<file path="src/rtl/train_dispatch.sv">
// train_dispatch: turns push/pop ops into a stack-legal departure pattern sent as N then order[0..N-1]; in clk rst op_valid op op_last, out op_ready tx_valid tx_data done err
module train_dispatch #(
  parameter int MAX_CARS = 10,
  parameter int DATA_W = 4
) (
  input  logic clk,
  input  logic rst,
  input  logic op_valid,
  input  logic op,
  input  logic op_last,
  output logic op_ready,
  output logic tx_valid,
  output logic [DATA_W-1:0] tx_data,
  output logic done,
  output logic err
);
  localparam int CW = $clog2(MAX_CARS + 1);
  typedef enum logic [2:0] {COLLECT, EVAL, SEND, DONE, ERR} state_t;
  state_t state, state_n;
  logic [CW-1:0] sp, push_cnt, pop_cnt, idx;
  logic flag, acc, clr;
  logic [DATA_W-1:0] stack [MAX_CARS];
  logic [DATA_W-1:0] order [MAX_CARS];
  logic op_ready_d, tx_valid_d, done_d, err_d;
  logic [DATA_W-1:0] tx_data_d;
  assign acc = state == COLLECT && op_valid;
  assign clr = state == DONE || state == ERR;
  always_ff @(posedge clk)
    if (rst) begin
      state <= COLLECT;
      op_ready <= 1'b1;
      tx_valid <= 1'b0;
      tx_data <= '0;
      done <= 1'b0;
      err <= 1'b0;
    end else begin
      state <= state_n;
      op_ready <= op_ready_d;
      tx_valid <= tx_valid_d;
      tx_data <= tx_data_d;
      done <= done_d;
      err <= err_d;
    end
  always_comb
    state_n = state == COLLECT ? (acc && op_last ? EVAL : COLLECT) :
              state == EVAL    ? (flag || sp != '0 || push_cnt == '0 ? ERR : SEND) :
              state == SEND    ? (idx == push_cnt ? DONE : SEND) : COLLECT;
  always_comb begin
    op_ready_d = state_n == COLLECT;
    tx_valid_d = state_n == SEND;
    done_d = state_n == DONE;
    err_d = state_n == ERR;
    tx_data_d = state_n != SEND ? '0 : state == EVAL ? DATA_W'(push_cnt) : order[idx];
  end
  always_ff @(posedge clk)
    if (rst || clr) begin
      sp <= '0;
      push_cnt <= '0;
      pop_cnt <= '0;
      idx <= '0;
      flag <= 1'b0;
    end else if (acc && !flag) begin
      if (op) begin
        if (push_cnt == CW'(MAX_CARS)) flag <= 1'b1;
        else begin
          stack[sp] <= DATA_W'(push_cnt + 1'b1);
          sp <= sp + 1'b1;
          push_cnt <= push_cnt + 1'b1;
        end
      end else if (sp == '0) flag <= 1'b1;
      else begin
        order[pop_cnt] <= stack[sp - 1'b1];
        sp <= sp - 1'b1;
        pop_cnt <= pop_cnt + 1'b1;
      end
    end else if (state == SEND) idx <= idx + 1'b1;
endmodule

</file>
<file path="config.mk">
export PLATFORM = sky130hd
export DESIGN_NAME = train_dispatch
export DESIGN_NICKNAME = d
export VERILOG_FILES = /design/src/rtl/train_dispatch.sv
export SDC_FILE = /design/constraint.sdc
export NUM_CORES = 1
export LEC_CHECK = 0
export CAP_MARGIN = 20
export CORE_ASPECT_RATIO = 0.8
export CORE_MARGIN = 2
export CORE_UTILIZATION = 40
export CTS_BUF_LIST = sky130_fd_sc_hd__clkbuf_16
export DETAILED_ROUTE_END_ITERATION = 6
export SYNTH_ARGS = -nofsm -noshare
export SYNTH_HDL_FRONTEND = slang
export SYNTH_SLANG_ARGS = --single-unit
export TNS_END_PERCENT = 30
</file>
<file path="constraint.sdc">
create_clock -name clk -period 4.19 [get_ports clk]
set_clock_uncertainty 0.2 [all_clocks]
set_input_delay 0.419 -clock clk [delete_from_list [all_inputs] [get_ports clk]]
set_output_delay 0.419 -clock clk [all_outputs]
set_load 0.02 [all_outputs]
</file>
==> results.yml, run 1 <==
status:
  status: "finished, final reports clean"
logic_synthesis:
  synthCells: 337
  ys_async_sr_fraction: 0
  synth_nets: 355
  ys_ff_latch: 112
  synth_top_area_frac: 0.502
  ys_types: 47
  synthFlopType: "edfxtp_1"
  ys.warnings.count: 0
  synth_area_per_cell_um2: 14.2
  synth_edf_count: 80
  synth_most_common_cell: "edfxtp_1"
  ys_seq_area_frac: 0.635
  synthTopCellsByCount: "edfxtp_1, dfxtp_1, nor2_1"
  ys_top_cells_by_area: "edfxtp_1, dfxtp_1, mux4_2, ha_1, xnor2_1"
  synth_area_leader_cell: "edfxtp_1"
  syn-cell-area_um2: 4790
timing:
  hold_violations: 0
  period_minus_slack_ns: 2.75
  holdWs_ns: 0.302
  setup_ws_ns: 1.44
  slew_viol_final: 0
  rsz0062_at_grt: "false"
  worst_pin_slew_ns: 0.913
  max-slew-margin-rel: 0.387
  fmax_ghz: 0.363
  setup_violations: 0
  fin_setup_tns_ns: 0
  fin_crit_sh: 0.657
global_route:
  grt_overflow: 0
  grt_pass1_wl_um: 14800
  grt_usage: 0.155
  grt_max_degree: 23
  first_global_vias: 2619
  antenna_found_initial: 0
place:
  place_area_um2: 5070
  preCtsSetupSlack_ns: 1.02
  portBuffers: 12
  place_inst: 488
  place_hpwl_um: 6660
  place.gp.congestion: 0.741
clock_network:
  clk_latency_ns: 0.35
  clk_pin_slew_worst_paths_ns: 0.08
  cts_resized: 0
  cts-hold-fix-buffers: 0
  postCtsSetupBuffers: 0
  cts.sink_count: 112
  clock_path_buffers: 2
  cts_buffers: 9
  cts_tree: "yes"
  clockRootBuffer: "clkbuf_16"
  htreeDepth: 3
layout:
  nets: 369
  instances_no_fill: 504
  design_area_um2: 5370
  postLayoutCoreUtil: 0.463
  drive_gt1_frac: 0.152
  n_antenna_cell: 0
  areaGrowthSynthToFinish_pct: 12.1
power:
  p_total_mw: 2.44
  power.density_nw_per_um2: 453
  power.leakage_nw: 1.84
  peakVddDrop_mv: 0.202
routing:
  first_pass_iters: 4
  vias: 2683
  routedWlPerCell_um: 18.7
  ant_nets: 0
  vias_per_cell: 5.32
  totalWireLength_um: 9440
  route.detailed.drc: 0
  first_iter_violations: 259
flow_run:
  cap_violations: 0
setup_path:
  critPathKind: "in2reg"
  crit_required_ns: 4.04
  crit_path_max_incr_delay_ns: 0.50
  cp_cell_sequence: "clkdlybuf4s50_1 > or4b_4 > or3_4 > nor4_1 > and2_1"
  end_kind: "flip-flop"
  critPathLaunchType: "input pin"
  cp_slowest_cell: "or4b_4"
  path_max_fanout: 4
  crit_arrival_ns: 2.60
floorplanning:
  die_area_um2: 12900
  io_pins: 13
  chipWidth_um: 126
  chipHeight_um: 102
  rows: 35
  core_um2: 11600
  start_util: 0.413
min_path:
  min_path_type: "reg2reg"
==> placed cells by master (no fill, tap or decap), types with 8 or more instances in the layout <==
master           synthesis  final
nand2_1                 10     10
mux2i_1                  8      8
clkdlybuf4s50_1          0     12
dfxtp_1                 32     32
xnor2_1                 11     11
o21ai_0                 10     10
edfxtp_1                80     80
a21oi_1                 19     19
nor2_1                  25     25
and2_1                  10     10
mux4_2                  16     16
clkbuf_16                0      9
ha_1                    13     13
inv_1                   16     16
==> layer usage <==
metal / vias to the layer above / wire [um] / global-route usage
met3: 2 / 227 / 0.0319
li1: 1299 / - / -
met5: - / 0 / 0
met1: 1345 / 4980 / 0.229
met4: 0 / 55 / 0.0575
met2: 37 / 4180 / 0.230
==> report_power, final <==
group | switching, mW | total [mW] | internal [mW]
Clock | 0.417 | 0.839 | 0.422
Sequential | 0.0199 | 1.27 | 1.25
Combinational | 0.200 | 0.327 | 0.128
==> path summary, 6_finish.rpt <==
path | slack (ns) | cells past startpoint | end | startpoint
setup reg to reg | 1.44 | 6 | stack[0][2]$_DFFE_PP_ | push_cnt[0]$_SDFFE_PP0P_
hold reg to reg | 0.30 | 2 | pop_cnt[3]$_SDFFE_PP0P_ | pop_cnt[3]$_SDFFE_PP0P_
hold / removal | 0.30 | 2 | pop_cnt[3]$_SDFFE_PP0P_ | pop_cnt[3]$_SDFFE_PP0P_
setup / recovery | 1.44 | 5 | stack[0][2]$_DFFE_PP_ | op_valid
==> critical path: cells and delay by family <==
family        cells  cell delay [ns]
simple gates      4             1.70
buf+inv           1             0.47
==> registers in the layout, summed over array words and instances (netlist names), named ones only <==
signal    flops
done          1
err           1
flag          1
idx           4
op_ready      1
order        40
pop_cnt       4
push_cnt      4
sp            4
stack        40
state         3
tx_data       4
tx_valid      1
==> final cells by class <==
type	count	area, um^2
clock buffers	9	225
fillers	999	6230
multi-input cells	194	1610
repair buffers	18	165
inverters	16	60.1
clock inverters	7	78.8
flip-flops and latches	112	3040
well taps	148	185
==> logic make-up after synthesis <==
group                      count (synthesis)  share of synthesized area
DFF                                      112                      0.635
and+or+nand+nor                           93                      0.114
AOI/OAI and AO/OA                         44                     0.0575
buffers and inverters                     31                     0.0280
muxes                                     29                      0.104
xor gates and xnor gates                  15                     0.0274
adders and majority gates                 13                     0.0340
Note: power is estimated with default switching activity, not from simulation.
==> run 2: changes to the inputs <==
==> constraint.sdc (replaced) <==
create_clock -name clk -period 2.6 [get_ports clk]
set_clock_uncertainty 0.2 [all_clocks]
set_input_delay 0.26 -clock clk [delete_from_list [all_inputs] [get_ports clk]]
set_output_delay 0.26 -clock clk [all_outputs]
set_load 0.02 [all_outputs]
==> run 2 against run 1 <==
Compared with the run above: core utilization rose by 1.8 points; non-clock buffer count is 28 higher; register-to-register slack lost 1.3 ns; sequential share of layout area decreased by 2.2 points; via count is 1.8% higher; clock power is 59% higher; count of clock-buffer cells in the layout stayed put; setup slack got worse by 1.3 ns; cell area increased by 4.0%; sequential power grew 61%; first-iteration DRC count decreased by 10%; routed wire length shrank 2.6%.
==> results.yml, run 2 (synthesis results as in run 1) <==
layout:
  drive_gt1_frac: 0.219
  reg_top3: "order (40), stack (40)"
  layout_common_cells: "edfxtp_1, buf_4, dfxtp_1"
  instances_no_fill: 532
  areaGrowthSynthToFinish_pct: 16.6
  nets: 397
  layout_commonest_cell: "edfxtp_1"
  fillers: 998
global_route:
  grt_overflow: 0
  grtUsageMet2: 0.227
  grt_pass1_wl_um: 14700
  grt_max_degree: 19
  grtUsageMet1: 0.225
  first_global_vias: 2700
  antenna_found_initial: 0
  grtUsageMet3: 0.0340
  busiest_layer: "met2"
  grt_usage: 0.153
setup_path:
  path_delay_family: "simple AND/OR/NAND/NOR gates"
  crit_arrival_ns: 2.31
  rrSetupSlack_ns: 0.17
  critPathKind: "in2reg"
  cp_slowest_cell: "or4b_4"
  reg2reg_depth: 7
  crit_required_ns: 2.46
  cp_cell_sequence: "clkdlybuf4s50_1 > or4b_4 > or3_4 > or3b_4 > nor2_1 > buf_4"
  startpoint: "op_valid"
  end_kind: "flip-flop"
  r2r-start: "sp[0]$_SDFFE_PP0P_"
  path_buf_inv: 2
  path_max_fanout: 4
  crit_path_max_incr_delay_ns: 0.51
  critical_path.reg2reg.endpoint: "tx_data[2]$_SDFF_PP0_"
  critPathLaunchType: "input pin"
timing:
  period_minus_slack_ns: 2.44
  holdWs_ns: 0.300
  max-slew-margin-rel: 0.671
  fin_setup_tns_ns: 0
  rsz0062_at_grt: "false"
  fin_crit_sh: 0.940
  slew_viol_final: 0
  worst_pin_slew_ns: 0.490
  setup_ws_ns: 0.156
  fmax_ghz: 0.409
  hold_violations: 0
  setup_violations: 0
place:
  place_hpwl_um: 6630
  place.gp.congestion: 0.754
  place_inst: 516
  portBuffers: 12
  preCtsSetupSlack_ns: -0.276
floorplanning:
  start_util: 0.413
  chipHeight_um: 102
  chipWidth_um: 126
  core_um2: 11600
  die_area_um2: 12900
  io_pins: 13
  rows: 35
status:
  status: "finished, final reports clean"
routing:
  route.detailed.drc: 0
  first_pass_iters: 4
  totalWireLength_um: 9190
  routedWlPerCell_um: 17.3
  vias_per_cell: 5.13
  ant_nets: 0
  first_iter_violations: 233
  vias: 2731
clock_network:
  clockRootBuffer: "clkbuf_16"
  clock_path_buffers: 2
  cts_tree: "yes"
  clk_pin_slew_worst_paths_ns: 0.07
  clk_latency_ns: 0.34
  cts_buffers: 9
  cts.sink_count: 112
  postCtsSetupBuffers: 0
  htreeDepth: 3
power:
  power.density_nw_per_um2: 703
  peakVddDrop_mv: 0.303
  power.leakage_nw: 1.98
  p_total_mw: 3.93
min_path:
  min_path_cells: 2
  hold_start: "pop_cnt[3]$_SDFFE_PP0P_"
  min_to: "pop_cnt[3]$_SDFFE_PP0P_"
  min_path_type: "reg2reg"
flow_run:
  cap_violations: 0
-- run 2: area by class of cell --
type	count	area, um^2	area share
clock inverters	6	61.3	0.0110
well taps	148	185	0.0332
inverters	16	60.1	0.0108
multi-input cells	194	1630	0.292
clock buffers	9	225	0.0403
diodes	1	2.50	0.000448
repair buffers	46	375	0.0672
flip-flops and latches	112	3040	0.545
-- run 2: stage by stage --
stage	area [um^2]	util
2_1_floorplan	4790	-
3_3_place_gp	5280	0.455
3_5_place_dp	5280	0.455
4_1_cts	5580	0.481
5_1_grt	5580	0.481
6_report	5580	0.481
-- run 2: worst max-delay path by stage --
stage / cells past startpoint / endpoint
after floorplan: 8 / order[3][0]$_DFFE_PP_
after global placement: 5 / order[3][1]$_DFFE_PP_
after detailed placement: 5 / order[3][3]$_DFFE_PP_
after CTS: 5 / order[3][1]$_DFFE_PP_
after global routing: 7 / tx_data[0]$_SDFF_PP0_
final: 6 / order[2][1]$_DFFE_PP_
-- run 2: metal layers --
metal	vias up	share of wire	wire length, um
li1	1349	-	-
met1	1331	0.52	4740
met2	41	0.43	3990
met3	10	0.035	319
met4	0	0.015	136
met5	-	0	0
-- run 2: report_power, final --
part	switching, mW	internal, mW
registers	0.0228	2.02
clock network	0.593	0.738
logic	0.332	0.225
-- run 2: worst reg2reg max path, cell delays in order, from the launching register on --
cell and delay, ns:
dfxtp_1 0.33, inv_1 0.13, ha_1 0.28, or4b_2 0.69
o31a_1 0.34, inv_1 0.09, o211ai_2 0.14, a21oi_1 0.16
-- run 2: what timing repair did --
action                                 CTS  global route
endpoints found under the hold margin    0             0
setup endpoints to repair               40             1
hold buffers                             0             0
gates resized for setup                  4             1
==> run 3: changes to the inputs <==
--- a/config.mk
+++ b/config.mk
@@ -8,9 +8,10 @@
 export CAP_MARGIN = 20
 export CORE_ASPECT_RATIO = 0.8
 export CORE_MARGIN = 2
-export CORE_UTILIZATION = 40
+export CORE_UTILIZATION = 55
 export CTS_BUF_LIST = sky130_fd_sc_hd__clkbuf_16
 export DETAILED_ROUTE_END_ITERATION = 6
+export PLACE_DENSITY = 0.72
 export SYNTH_ARGS = -nofsm -noshare
 export SYNTH_HDL_FRONTEND = slang
 export SYNTH_SLANG_ARGS = --single-unit
==> run 3 against run 2 <==
Compared with the run above: highest routed layer unchanged; sequential share of layout area is 0.76 points higher; fmax is 3.6% lower; final cell count is 7.5% lower; non-clock buffer count is 4 lower; first-iteration DRC count is 5.6% lower.
==> results.yml, run 3 (synthesis results as in run 1) <==
routing:
  vias: 2853
  routedWlPerCell_um: 18.9
  ant_nets: 0
  first_iter_violations: 220
  totalWireLength_um: 9320
  first_pass_iters: 4
  vias_per_cell: 5.80
  route.detailed.drc: 0
setup_path:
  rrSetupSlack_ns: 0.07
  critPathLaunchType: "input pin"
  r2r-start: "state[2]$_SDFF_PP0_"
  path_buf_inv: 1
  end_kind: "flip-flop"
  startpoint: "op_valid"
  cp_cell_sequence: "clkdlybuf4s50_1 > or4b_4 > or3_4 > or3b_4 > nor2_1"
  cp_slowest_cell: "or4b_4"
  crit_arrival_ns: 2.34
  critPathKind: "in2reg"
  crit_path_max_incr_delay_ns: 0.51
  path_delay_family: "simple AND/OR/NAND/NOR gates"
  crit_required_ns: 2.40
  path_max_fanout: 4
timing:
  fmax_ghz: 0.394
  max-slew-margin-rel: 0.444
  holdWs_ns: 0.327
  hold_violations: 0
  setup_violations: 0
  rsz0062_at_grt: "false"
  worst_pin_slew_ns: 0.828
  period_minus_slack_ns: 2.54
  slew_viol_final: 0
  fin_crit_sh: 0.975
place:
  place_area_um2: 5200
  place_hpwl_um: 6710
  portBuffers: 12
  place.gp.congestion: 0.817
power:
  power.density_nw_per_um2: 711
  power.leakage_nw: 1.97
  peakVddDrop_mv: 0.440
clock_network:
  cts_buffers: 9
  cts.sink_count: 112
  clockRootBuffer: "clkbuf_16"
  postCtsSetupBuffers: 0
  cts_tree: "yes"
  clock_path_buffers: 2
  cts-hold-fix-buffers: 0
  clk_latency_ns: 0.34
  clk_pin_slew_worst_paths_ns: 0.07
  htreeDepth: 3
status:
  status: "finished, final reports clean"
layout:
  nets: 393
  layout_common_cells: "edfxtp_1, dfxtp_1, buf_4"
  areaGrowthSynthToFinish_pct: 15.0
  reg_top3: "order (40), stack (40)"
  layout_commonest_cell: "edfxtp_1"
  design_area_um2: 5510
  n_antenna_cell: 0
  drive_gt1_frac: 0.213
global_route:
  first_global_vias: 2715
  grt_usage: 0.217
  grt_max_degree: 19
  grt_pass1_wl_um: 14800
  grt_overflow: 0
  antenna_found_initial: 0
floorplanning:
  die_area_um2: 9480
  io_pins: 13
  start_util: 0.565
  chipHeight_um: 87.5
  core_um2: 8480
  chipWidth_um: 108
  rows: 30
min_path:
  min_path_type: "reg2reg"
  hold_start: "pop_cnt[1]$_SDFFE_PP0P_"
flow_run:
  cap_violations: 0
## run 3: stage by stage
step	setup TNS, ns	instances	setup slack (ns)	utilization	total power, mW
2_1_floorplan	0	337	0.0450	-	2.42
3_3_place_gp	-3.39	476	-0.163	0.613	2.62
3_5_place_dp	-5.35	476	-0.254	0.613	2.62
4_1_cts	0	492	0.0364	0.649	3.94
5_1_grt	0	492	0.0320	0.649	4.07
6_report	0	492	0.0643	0.649	3.91
## run 3: metal layers
layer | part of all wire | track usage | vias to the layer above
met1 | 0.46 | 0.332 | 1401
met2 | 0.45 | 0.311 | 103
met3 | 0.083 | 0.0576 | 8
met5 | 0 | 0 | -
li1 | - | - | 1341
met4 | 0.0087 | 0.0501 | 0
## run 3: layout make-up
| class | count | area (um^2) |
|---|---|---|
| Sequential cell | 112 | 3040 |
| Timing Repair Buffer | 42 | 345 |
| Clock buffer | 10 | 250 |
| Tap cell | 112 | 140 |
| Clock inverter | 6 | 40.0 |
| Inverter | 16 | 60.1 |
| Multi-Input combinational cell | 194 | 1630 |
| Fill cell | 641 | 2980 |
## run 3: what timing repair did
item / CTS / global route
resized for setup: 3 / 1
endpoints found under the hold margin: 0 / 0
setup endpoints to repair: 19 / 10
## run 3: power by group
| group | internal, mW | leakage [nW] | switching [mW] |
|---|---|---|---|
| registers | 2.02 | 1.01 | 0.0205 |
| logic | 0.220 | 0.808 | 0.341 |
| clock network | 0.710 | 0.150 | 0.606 |
| total | 2.95 | 1.97 | 0.967 |
## run 3: final timing paths
check                            end  depth (start not counted)
min          pop_cnt[1]$_SDFFE_PP0P_                          2
min reg2reg  pop_cnt[1]$_SDFFE_PP0P_                          2
max            order[2][0]$_DFFE_PP_                          5
max reg2reg    order[2][0]$_DFFE_PP_                          4
## run 3: tightest hold or removal path, cell delays in order, from the launching register on
cell	delay, ns
dfxtp_1	0.35
nand2_1	0.07
a21oi_1	0.06
